`config.mk`:
```
export PLATFORM = sky130hd
export DESIGN_NAME = pc_redirect_ctrl
export DESIGN_NICKNAME = d
export VERILOG_FILES = /design/src/rtl/pc_redirect_ctrl.sv
export SDC_FILE = /design/constraint.sdc
export NUM_CORES = 1
export LEC_CHECK = 0
export BUFFER_PORTS_ARGS = -buffer_cell sky130_fd_sc_hd__buf_2
export CORE_MARGIN = 2
export CORE_UTILIZATION = 30
export DETAILED_ROUTE_END_ITERATION = 10
export HOLD_SLACK_MARGIN = 0.02
export PLACE_DENSITY = 0.62
export SLEW_MARGIN = 0
export SYNTH_ARGS = -nofsm -noshare
export SYNTH_HDL_FRONTEND = slang
export SYNTH_SLANG_ARGS = --single-unit
```
`constraint.sdc`:
```
create_clock -name clk -period 2.3 [get_ports clk]
set_input_delay 0 -clock clk [delete_from_list [all_inputs] [get_ports clk]]
set_output_delay 0 -clock clk [all_outputs]
set_load 0.02 [all_outputs]
```
`src/rtl/pc_redirect_ctrl.sv`:
```
// Next-PC sequencer: arbitrates exception/eret/E-fix/D-branch redirects ahead of the
// fetch PC register, enforcing MIPS delay-slot ordering and holding redirects across IF stalls.
module pc_redirect_ctrl #(
    parameter logic [31:0] RESET_PC  = 32'hBFC0_0000,
    parameter bit          DS_ENABLE = 1'b1
) (
    input  logic        clk,
    input  logic        resetn,
    input  logic [31:0] f_pcplus4,
    input  logic        fetch_ready,
    input  logic        ds_in_f,
    input  logic        exc_valid,
    input  logic [31:0] exc_addr,
    input  logic        eret,
    input  logic [31:0] cp0_epc,
    input  logic        bfrome,
    input  logic [31:0] e_fix_pc,
    input  logic        d_redirect,
    input  logic [31:0] d_target,
    output logic [31:0] next_pc,
    output logic        pc_we,
    output logic        flush_f,
    output logic        stall_d,
    output logic [2:0]  redirect_src
);

    typedef enum logic [1:0] {StIdle, StWaitDs, StHold} state_e;

    localparam logic [2:0] SrcSeq  = 3'b000;
    localparam logic [2:0] SrcD    = 3'b001;
    localparam logic [2:0] SrcE    = 3'b010;
    localparam logic [2:0] SrcEret = 3'b011;
    localparam logic [2:0] SrcExc  = 3'b100;

    state_e      state_q, state_d;
    logic [31:0] pend_pc_q, pend_pc_d;
    logic [2:0]  pend_src_q, pend_src_d;

    logic        hi_valid;
    logic [31:0] hi_pc;
    logic [2:0]  hi_src;

    // Commit-point and E-stage sources, already in priority order.
    always_comb begin
        hi_valid = exc_valid | eret | bfrome;
        hi_pc    = e_fix_pc;
        hi_src   = SrcE;
        if (exc_valid) begin
            hi_pc  = exc_addr;
            hi_src = SrcExc;
        end else if (eret) begin
            hi_pc  = cp0_epc;
            hi_src = SrcEret;
        end
    end

    always_comb begin
        state_d      = state_q;
        pend_pc_d    = pend_pc_q;
        pend_src_d   = pend_src_q;
        next_pc      = f_pcplus4;
        pc_we        = 1'b0;
        flush_f      = 1'b0;
        stall_d      = 1'b0;
        redirect_src = SrcSeq;

        if (hi_valid) begin
            // Overrides and discards any pending D redirect.
            next_pc      = hi_pc;
            redirect_src = hi_src;
            flush_f      = 1'b1;
            pc_we        = fetch_ready;
            if (fetch_ready) begin
                state_d = StIdle;
            end else begin
                pend_pc_d  = hi_pc;
                pend_src_d = hi_src;
                state_d    = StHold;
            end
        end else begin
            case (state_q)
                StIdle: begin
                    if (d_redirect) begin
                        next_pc      = d_target;
                        redirect_src = SrcD;
                        if (!DS_ENABLE || ds_in_f) begin
                            pc_we   = fetch_ready;
                            flush_f = !DS_ENABLE;
                            if (!fetch_ready) begin
                                pend_pc_d  = d_target;
                                pend_src_d = SrcD;
                                state_d    = StHold;
                            end
                        end else begin
                            // Delay slot not yet in F: park the target until it arrives.
                            pend_pc_d  = d_target;
                            pend_src_d = SrcD;
                            state_d    = StWaitDs;
                        end
                    end else begin
                        pc_we = fetch_ready;
                    end
                end
                StWaitDs: begin
                    stall_d      = 1'b1;
                    next_pc      = pend_pc_q;
                    redirect_src = SrcD;
                    if (ds_in_f) begin
                        pc_we   = fetch_ready;
                        state_d = fetch_ready ? StIdle : StHold;
                    end
                end
                StHold: begin
                    stall_d      = 1'b1;
                    next_pc      = pend_pc_q;
                    redirect_src = pend_src_q;
                    pc_we        = fetch_ready;
                    flush_f      = (pend_src_q != SrcD) || !DS_ENABLE;
                    if (fetch_ready) begin
                        state_d = StIdle;
                    end
                end
                default: state_d = StIdle;
            endcase
        end

        if (!resetn) begin
            next_pc      = RESET_PC;
            pc_we        = 1'b0;
            flush_f      = 1'b0;
            stall_d      = 1'b0;
            redirect_src = SrcSeq;
        end
    end

    always_ff @(posedge clk or negedge resetn) begin
        if (!resetn) begin
            state_q    <= StIdle;
            pend_pc_q  <= RESET_PC;
            pend_src_q <= SrcSeq;
        end else begin
            state_q    <= state_d;
            pend_pc_q  <= pend_pc_d;
            pend_src_q <= pend_src_d;
        end
    end

endmodule

```
==> flow_metrics.env, run 1 <==
export IMPL_outcome="complete, no violations"
export IMPL_maxSlewHeadroom_pct=64.48
export IMPL_cts_root_buf="clkbuf_16"
export IMPL_worstPathCellList="inv_1, ha_1, and2_1, buf_4, a22oi_1, o221ai_1, and3_1, buf_2"
export IMPL_use_met2_pct=37.02
export IMPL_cts_htree_levels=2
export IMPL_remaining_drc_errors=0
export IMPL_via_per_inst=5.270
export IMPL_vias=4532
export IMPL_maxSlewViolCount=0
export IMPL_drv_cap=0
export IMPL_syn_nets=684
export IMPL_startpoint_type="flop"
export IMPL_cp_arrival_ps=2110
export IMPL_post_route_period_util_pct=91.87
export IMPL_post_route_cell_area_um2=5061
export IMPL_cts_tree="built"
export IMPL_finalHoldViolations=0
export IMPL_ys_seq_elements=37
export IMPL_die_area_um2=13270
export IMPL_fin_nets=866
export IMPL_globalRoute_busiestLayer="met2"
export IMPL_grt_util_met1_pct=22.83
export IMPL_synth_top_family_by_area="compound AO/OA/AOI/OAI gates"
export IMPL_initial_core_util_pct=30.76
export IMPL_p_leak_nw=2.384
export IMPL_overflow=0
export IMPL_synthDistinctLibCells=37
export IMPL_grt_usage_pct=19.92
export IMPL_fin_hold_ws_ps=31.40
export IMPL_synth_xor_area_share_pct=0
export IMPL_fin_total_pwr_mw=2.300
export IMPL_antenna_found_initial=0
export IMPL_first_pass_iters=4
export IMPL_antenna_cells=0
export IMPL_clockBufferDepth=2
export IMPL_avgSynthCellArea_um2=7.288
export IMPL_setup_viol=0
export IMPL_gp_congestion=0.7971
export IMPL_die_h_um=115.2
export IMPL_rsz0062_at_grt="no"
export IMPL_synthMuxAreaShare_pct=0.4047
export IMPL_nFillCells=1236
export IMPL_clkTransAtPathRegs_ps=60
export IMPL_endpoint_kind="primary output"
export IMPL_ios=206
export IMPL_first_iter_violations=188
export IMPL_fmax_mhz=473.2
export IMPL_synth_simple_gate_area_share_pct=29.24
export IMPL_rows=40
export IMPL_synth_fa_ha_area_share_pct=2.361
export IMPL_crit_type="reg2out"
export IMPL_crit_slowest_cell="dfrtp_1"
export IMPL_critPathMaxFanout=14
export IMPL_grt_max_degree=50
export IMPL_die_width_um=115.2
export IMPL_cp_data_required_time_ps=2300
export IMPL_dpl_worst_slack_ps=365.8
export IMPL_hpwl_um=10080
export IMPL_path_delay_family="buffers and inverters"
export IMPL_routed_wl_um=13230
export IMPL_wl_per_cell_um=15.38
export IMPL_layout_min_cycle_time_ps=2113
export IMPL_tightest_slew_ps=532.8
export IMPL_numCtsBuffers=5
export IMPL_peakVddDrop_mv=0.2806
export IMPL_syn_area_um2=3710
export IMPL_worstSkewPairLatency_ps=280
export IMPL_grt_pass1_vias=4577
export IMPL_setup_slack_ps=186.9
export IMPL_portBuffers=205
export IMPL_dpl_cell_area_um2=4897
export IMPL_drive_gt1_share_pct=36.27
export IMPL_path_buf_inv=3
export IMPL_finalSetupTns_ps=0
export IMPL_ys_warn_count=0
export IMPL_power_density_nw_per_um2=454.5
export IMPL_synth_compound_area_share_pct=33.15
export IMPL_ys_seq_area_share_pct=25.26
export IMPL_numClockSinks=37
export IMPL_timing_hold_worst_class="in2reg"
export IMPL_synthCells=509
export IMPL_postRouteAntennaNets=0
export IMPL_use_met3_pct=3.321
export IMPL_grt_pass1_wl_um=21350
export IMPL_placeableCoreArea_um2=12060
export IMPL_fin_skew_ps=1.940
export IMPL_max_stage_delay_ps=410
export IMPL_area_growth_pct=36.42
[final timing paths]
path	startpoint	end	slack (ps)	cells after the start
min reg2reg	pend_pc_q[25]	pend_pc_q[25]	500	2
max reg2reg	state_q[1]	pend_pc_q[10]	420	7
min	d_target[27]	pend_pc_q[27]	30	3
max	state_q[1]	next_pc[30]	190	8
min in group asynchronous	resetn	state_q[1]	240	2
max in group asynchronous	resetn	pend_pc_q[29]	1430	3
[synthesized netlist by cell type, drive strengths merged]
cell	instances	share of area (%)
o31a	1	0.24
and3b	1	0.24
and2	10	1.7
o21a	3	0.61
or3	1	0.17
dfstp	9	6.4
o32a	1	0.27
o32ai	1	0.24
o31ai	24	4.9
inv	29	2.9
o41ai	1	0.74
a21boi	1	0.20
nor2	51	5.2
a211oi	10	2.0
nand4	1	0.17
nand3	2	0.27
and3	25	4.2
clkbuf	43	4.4
o21bai	1	0.20
ha	7	2.4
o221ai	23	5.4
o21ai	33	4.5
nand2	28	2.8
nor2b	34	5.7
nor3	12	1.6
nor3b	32	6.5
a32oi	9	2.1
a21oi	36	4.9
o22ai	9	1.5
nand2b	4	0.67
mux2	1	0.40
a31oi	2	0.34
buf	11	2.3
dfrtp	28	19
a22oi	25	5.1
[layout make-up]
cell class | count | area, µm² | share of cell area, %
Timing Repair Buffer | 229 | 1237 | 24.45
Clock buffer | 6 | 128.9 | 2.546
Multi-Input combinational cell | 389 | 2427 | 47.96
Inverter | 29 | 108.9 | 2.151
Clock inverter | 2 | 10.01 | 0.1978
Tap cell | 168 | 210.2 | 4.153
Sequential cell | 37 | 938.4 | 18.54
[report_power, final]
part,total [mW],switching [mW],internal (mW)
Clock,0.656,0.258,0.398
Sequential,0.801,0.0491,0.752
Combinational,0.843,0.468,0.375
[flip-flops by register name (all words and copies together) (netlist names)]
| name | flops |
|---|---|
| state_q | 2 |
| pend_src_q | 3 |
| pend_pc_q | 32 |
[metal layers]
| metal | wire length (µm) | up-vias |
|---|---|---|
| met4 | 180 | 0 |
| li1 | - | 2218 |
| met2 | 6776 | 180 |
| met1 | 5433 | 2119 |
| met3 | 835 | 15 |
| met5 | 0 | - |
[metrics by stage]
stage	std cells	util, %
6_report	860	41.96
5_1_grt	860	41.96
4_1_cts	859	41.84
3_5_place_dp	850	40.60
3_3_place_gp	850	40.60
2_1_floorplan	509	-
[repair_timing]
item,4_1_cts,5_1_grt
endpoints found under the hold margin,8,0
resized for setup,0,4
hold buffers,1,0
endpoints found under the setup margin,0,30
buffers inserted,0,1
[worst min-delay path, stage by stage]
cell and delay [ps]:
buf_2 110, o22ai_1 110, a21oi_1 90
[cell families (layout without fill, tap and decap cells)]
family / after synthesis / in the layout
compound gates: 180 / 180
fa+ha+maj: 7 / 7
buf+inv: 83 / 266
flops: 37 / 37
mux: 1 / 1
simple gates: 201 / 201
[layout by cell type (no fill, tap or decap), types with 2 or more instances in the layout]
cell	synthesis	layout
buf_2	5	205
nor2_1	51	51
a21oi_1	36	36
nor2b_1	34	33
o21ai_0	33	33
nor3b_1	32	32
inv_1	29	28
nand2_1	28	28
dfrtp_1	28	27
a22oi_1	25	25
and3_1	25	25
o31ai_1	24	24
o221ai_1	23	23
buf_4	0	20
nor3_1	12	11
and2_1	10	10
a211oi_1	10	10
a32oi_1	9	9
o22ai_1	9	9
dfstp_2	9	9
ha_1	7	6
clkbuf_16	0	5
nand2b_1	4	4
o21a_1	3	3
nand3_1	2	2
a31oi_1	2	2
clkinv_2	0	2
buf_12	0	2
Power figures use the tool's default switching activity.
==> run 2, diff against run 1 <==
==> constraint.sdc (replaced) <==
create_clock -name clk -period 2.3 [get_ports clk]
set_input_delay 0.115 -clock clk [delete_from_list [all_inputs] [get_ports clk]]
set_output_delay 0.115 -clock clk [all_outputs]
set_load 0.02 [all_outputs]
==> run 2 against run 1 <==
Wire length decreased by 0.33%. Via count fell by 1.5%. First-iteration DRC count is 14% lower. Clock skew is 1.8 ps higher. Die area unchanged. Sequential share of layout area decreased by 0.29 points. Utilization increased by 0.66 points. Largest cell class unchanged. Highest routed layer unchanged. Critical path depth unchanged. Non-clock buffer count grew 6. Sequential power hardly changed. Fmax fell by 2.0%. Total power is 6.4% higher.
==> flow_metrics.env, run 2 (synthesis results as in run 1) <==
export IMPL_drive_gt1_share_pct=37.11
export IMPL_grt_pass1_wl_um=21070
export IMPL_maxSlewHeadroom_pct=51.01
export IMPL_antenna_found_initial=0
export IMPL_largest_register="pend_pc_q"
export IMPL_final_cell_mix="buf_2, nor2_1, a21oi_1"
export IMPL_max_stage_delay_ps=440
export IMPL_fmax_mhz=463.7
export IMPL_numCtsBuffers=5
export IMPL_die_width_um=115.2
export IMPL_remaining_drc_errors=0
export IMPL_finalHoldViolations=0
export IMPL_overflow=0
export IMPL_gp_congestion=0.8459
export IMPL_maxSlewViolCount=0
export IMPL_endpoint_kind="primary output"
export IMPL_post_route_period_util_pct=93.77
export IMPL_portBuffers=205
export IMPL_initial_core_util_pct=30.76
export IMPL_vias=4462
export IMPL_grt_usage_pct=19.61
export IMPL_power_density_nw_per_um2=476.2
export IMPL_setup_viol=0
export IMPL_postRouteAntennaNets=0
export IMPL_outcome="complete, no violations"
export IMPL_p_leak_nw=2.424
export IMPL_grt_max_degree=45
export IMPL_cts_htree_levels=2
export IMPL_fin_total_pwr_mw=2.448
export IMPL_startpoint_type="flop"
export IMPL_drv_cap=0
export IMPL_area_growth_pct=38.58
export IMPL_cp_arrival_ps=2040
export IMPL_timing_hold_worst_class="in2reg"
export IMPL_ios=206
export IMPL_die_h_um=115.2
export IMPL_first_iter_violations=162
export IMPL_cp_data_required_time_ps=2180
export IMPL_peakVddDrop_mv=0.2537
export IMPL_fin_nets=872
export IMPL_hpwl_um=10290
export IMPL_worstHoldStart="d_target[27]"
export IMPL_first_pass_iters=4
export IMPL_antenna_cells=0
export IMPL_worstPathCellList="inv_2, ha_4, nand2b_1, nor2b_2, buf_4, o221ai_1, and3_1, buf_2"
export IMPL_startpoint="state_q[0]"
export IMPL_tightest_slew_ps=734.9
export IMPL_fin_hold_ws_ps=147.0
export IMPL_clkTransAtPathRegs_ps=60
export IMPL_crit_slowest_cell="dfrtp_2"
export IMPL_top_regs="pend_pc_q x32, pend_src_q x3, state_q x2"
export IMPL_placeableCoreArea_um2=12060
export IMPL_routed_wl_um=13180
export IMPL_grt_pass1_vias=4553
export IMPL_via_per_inst=5.152
export IMPL_worstSkewPairLatency_ps=280
export IMPL_wl_per_cell_um=15.22
export IMPL_rows=40
export IMPL_cts_root_buf="clkbuf_16"
export IMPL_crit_type="reg2out"
export IMPL_layout_min_cycle_time_ps=2157
export IMPL_layout_commonest_cell="buf_2"
export IMPL_largest_reg_flops=32
export IMPL_cts_tree="built"
export IMPL_fin_skew_ps=3.784
export IMPL_numClockSinks=37
export IMPL_r2r_start="state_q[0]"
export IMPL_die_area_um2=13270
export IMPL_clockBufferDepth=2
export IMPL_critPathMaxFanout=16
run 2: changes by cell type in the layout (fill, tap and decap cells not counted), sizes merged:
cell      before  now
buf          228  234
clkinv         2    0
bufinv         0    1
clkinvlp       0    1
run 2: repair_timing:
| item | in CTS | in global routing |
|---|---|---|
| endpoints found under the setup margin | 0 | 33 |
| hold endpoints to repair | 1 | 0 |
| setup buffers | 0 | 1 |
| resized for setup | 0 | 5 |
| hold buffers | 1 | 0 |
run 2: path summary, 6_finish.rpt:
path                                 end  slack (ps)  depth (start not counted)
max                           next_pc[4]         140                          8
min                        pend_pc_q[27]         150                          3
max reg2reg                pend_pc_q[29]         350                          7
min reg2reg                pend_pc_q[24]         500                          2
max in group asynchronous  pend_pc_q[26]        1190                          3
min in group asynchronous  pend_pc_q[18]         450                          2
run 2: stage by stage:
step                      std cells  setup TNS [ps]  setup slack (ps)  cell area, µm²  util [%]
final                           866               0             143.4            5141     42.62
after global placement          856               0             349.5            4930     40.87
after CTS                       865               0             5.143            5116     42.42
after floorplan                 509               0             247.2            3710         -
after global routing            866          -8.643            -7.824            5141     42.62
after detailed placement        856               0             251.1            4930     40.87
run 2: metal layers:
| metal | vias to the layer above | wire length [µm] | GRT usage (%) |
|---|---|---|---|
| met3 | 20 | 754 | 3.585 |
| met2 | 163 | 6569 | 36.71 |
| met5 | - | 0 | 0 |
| met1 | 2049 | 5607 | 22.36 |
| li1 | 2230 | - | - |
| met4 | 0 | 251 | 6.426 |
run 2: where the power goes:
group | switching [mW] | leakage (nW) | total [mW] | internal, mW
combinational | 0.467 | 1.93 | 0.850 | 0.382
sequential | 0.0501 | 0.415 | 0.802 | 0.752
clock | 0.256 | 0.0831 | 0.796 | 0.540
run 2: critical path: cells and delay by family (launching register included):
family	cells	cell delay, ps
AOI/OAI and AO/OA	1	170
adders and majority gates	1	150
buffers and inverters	3	500
DFF	1	440
and+or+nand+nor	3	500
run 2: area by class of cell:
class / instances / area [µm²]
well taps: 168 / 210.2
fillers: 1277 / 6920
multi-input cells: 389 / 2437
clock buffers: 6 / 138.9
repair buffers: 235 / 1270
flip-flops and latches: 37 / 938.4
clock inverters: 2 / 37.54
inverters: 29 / 108.9
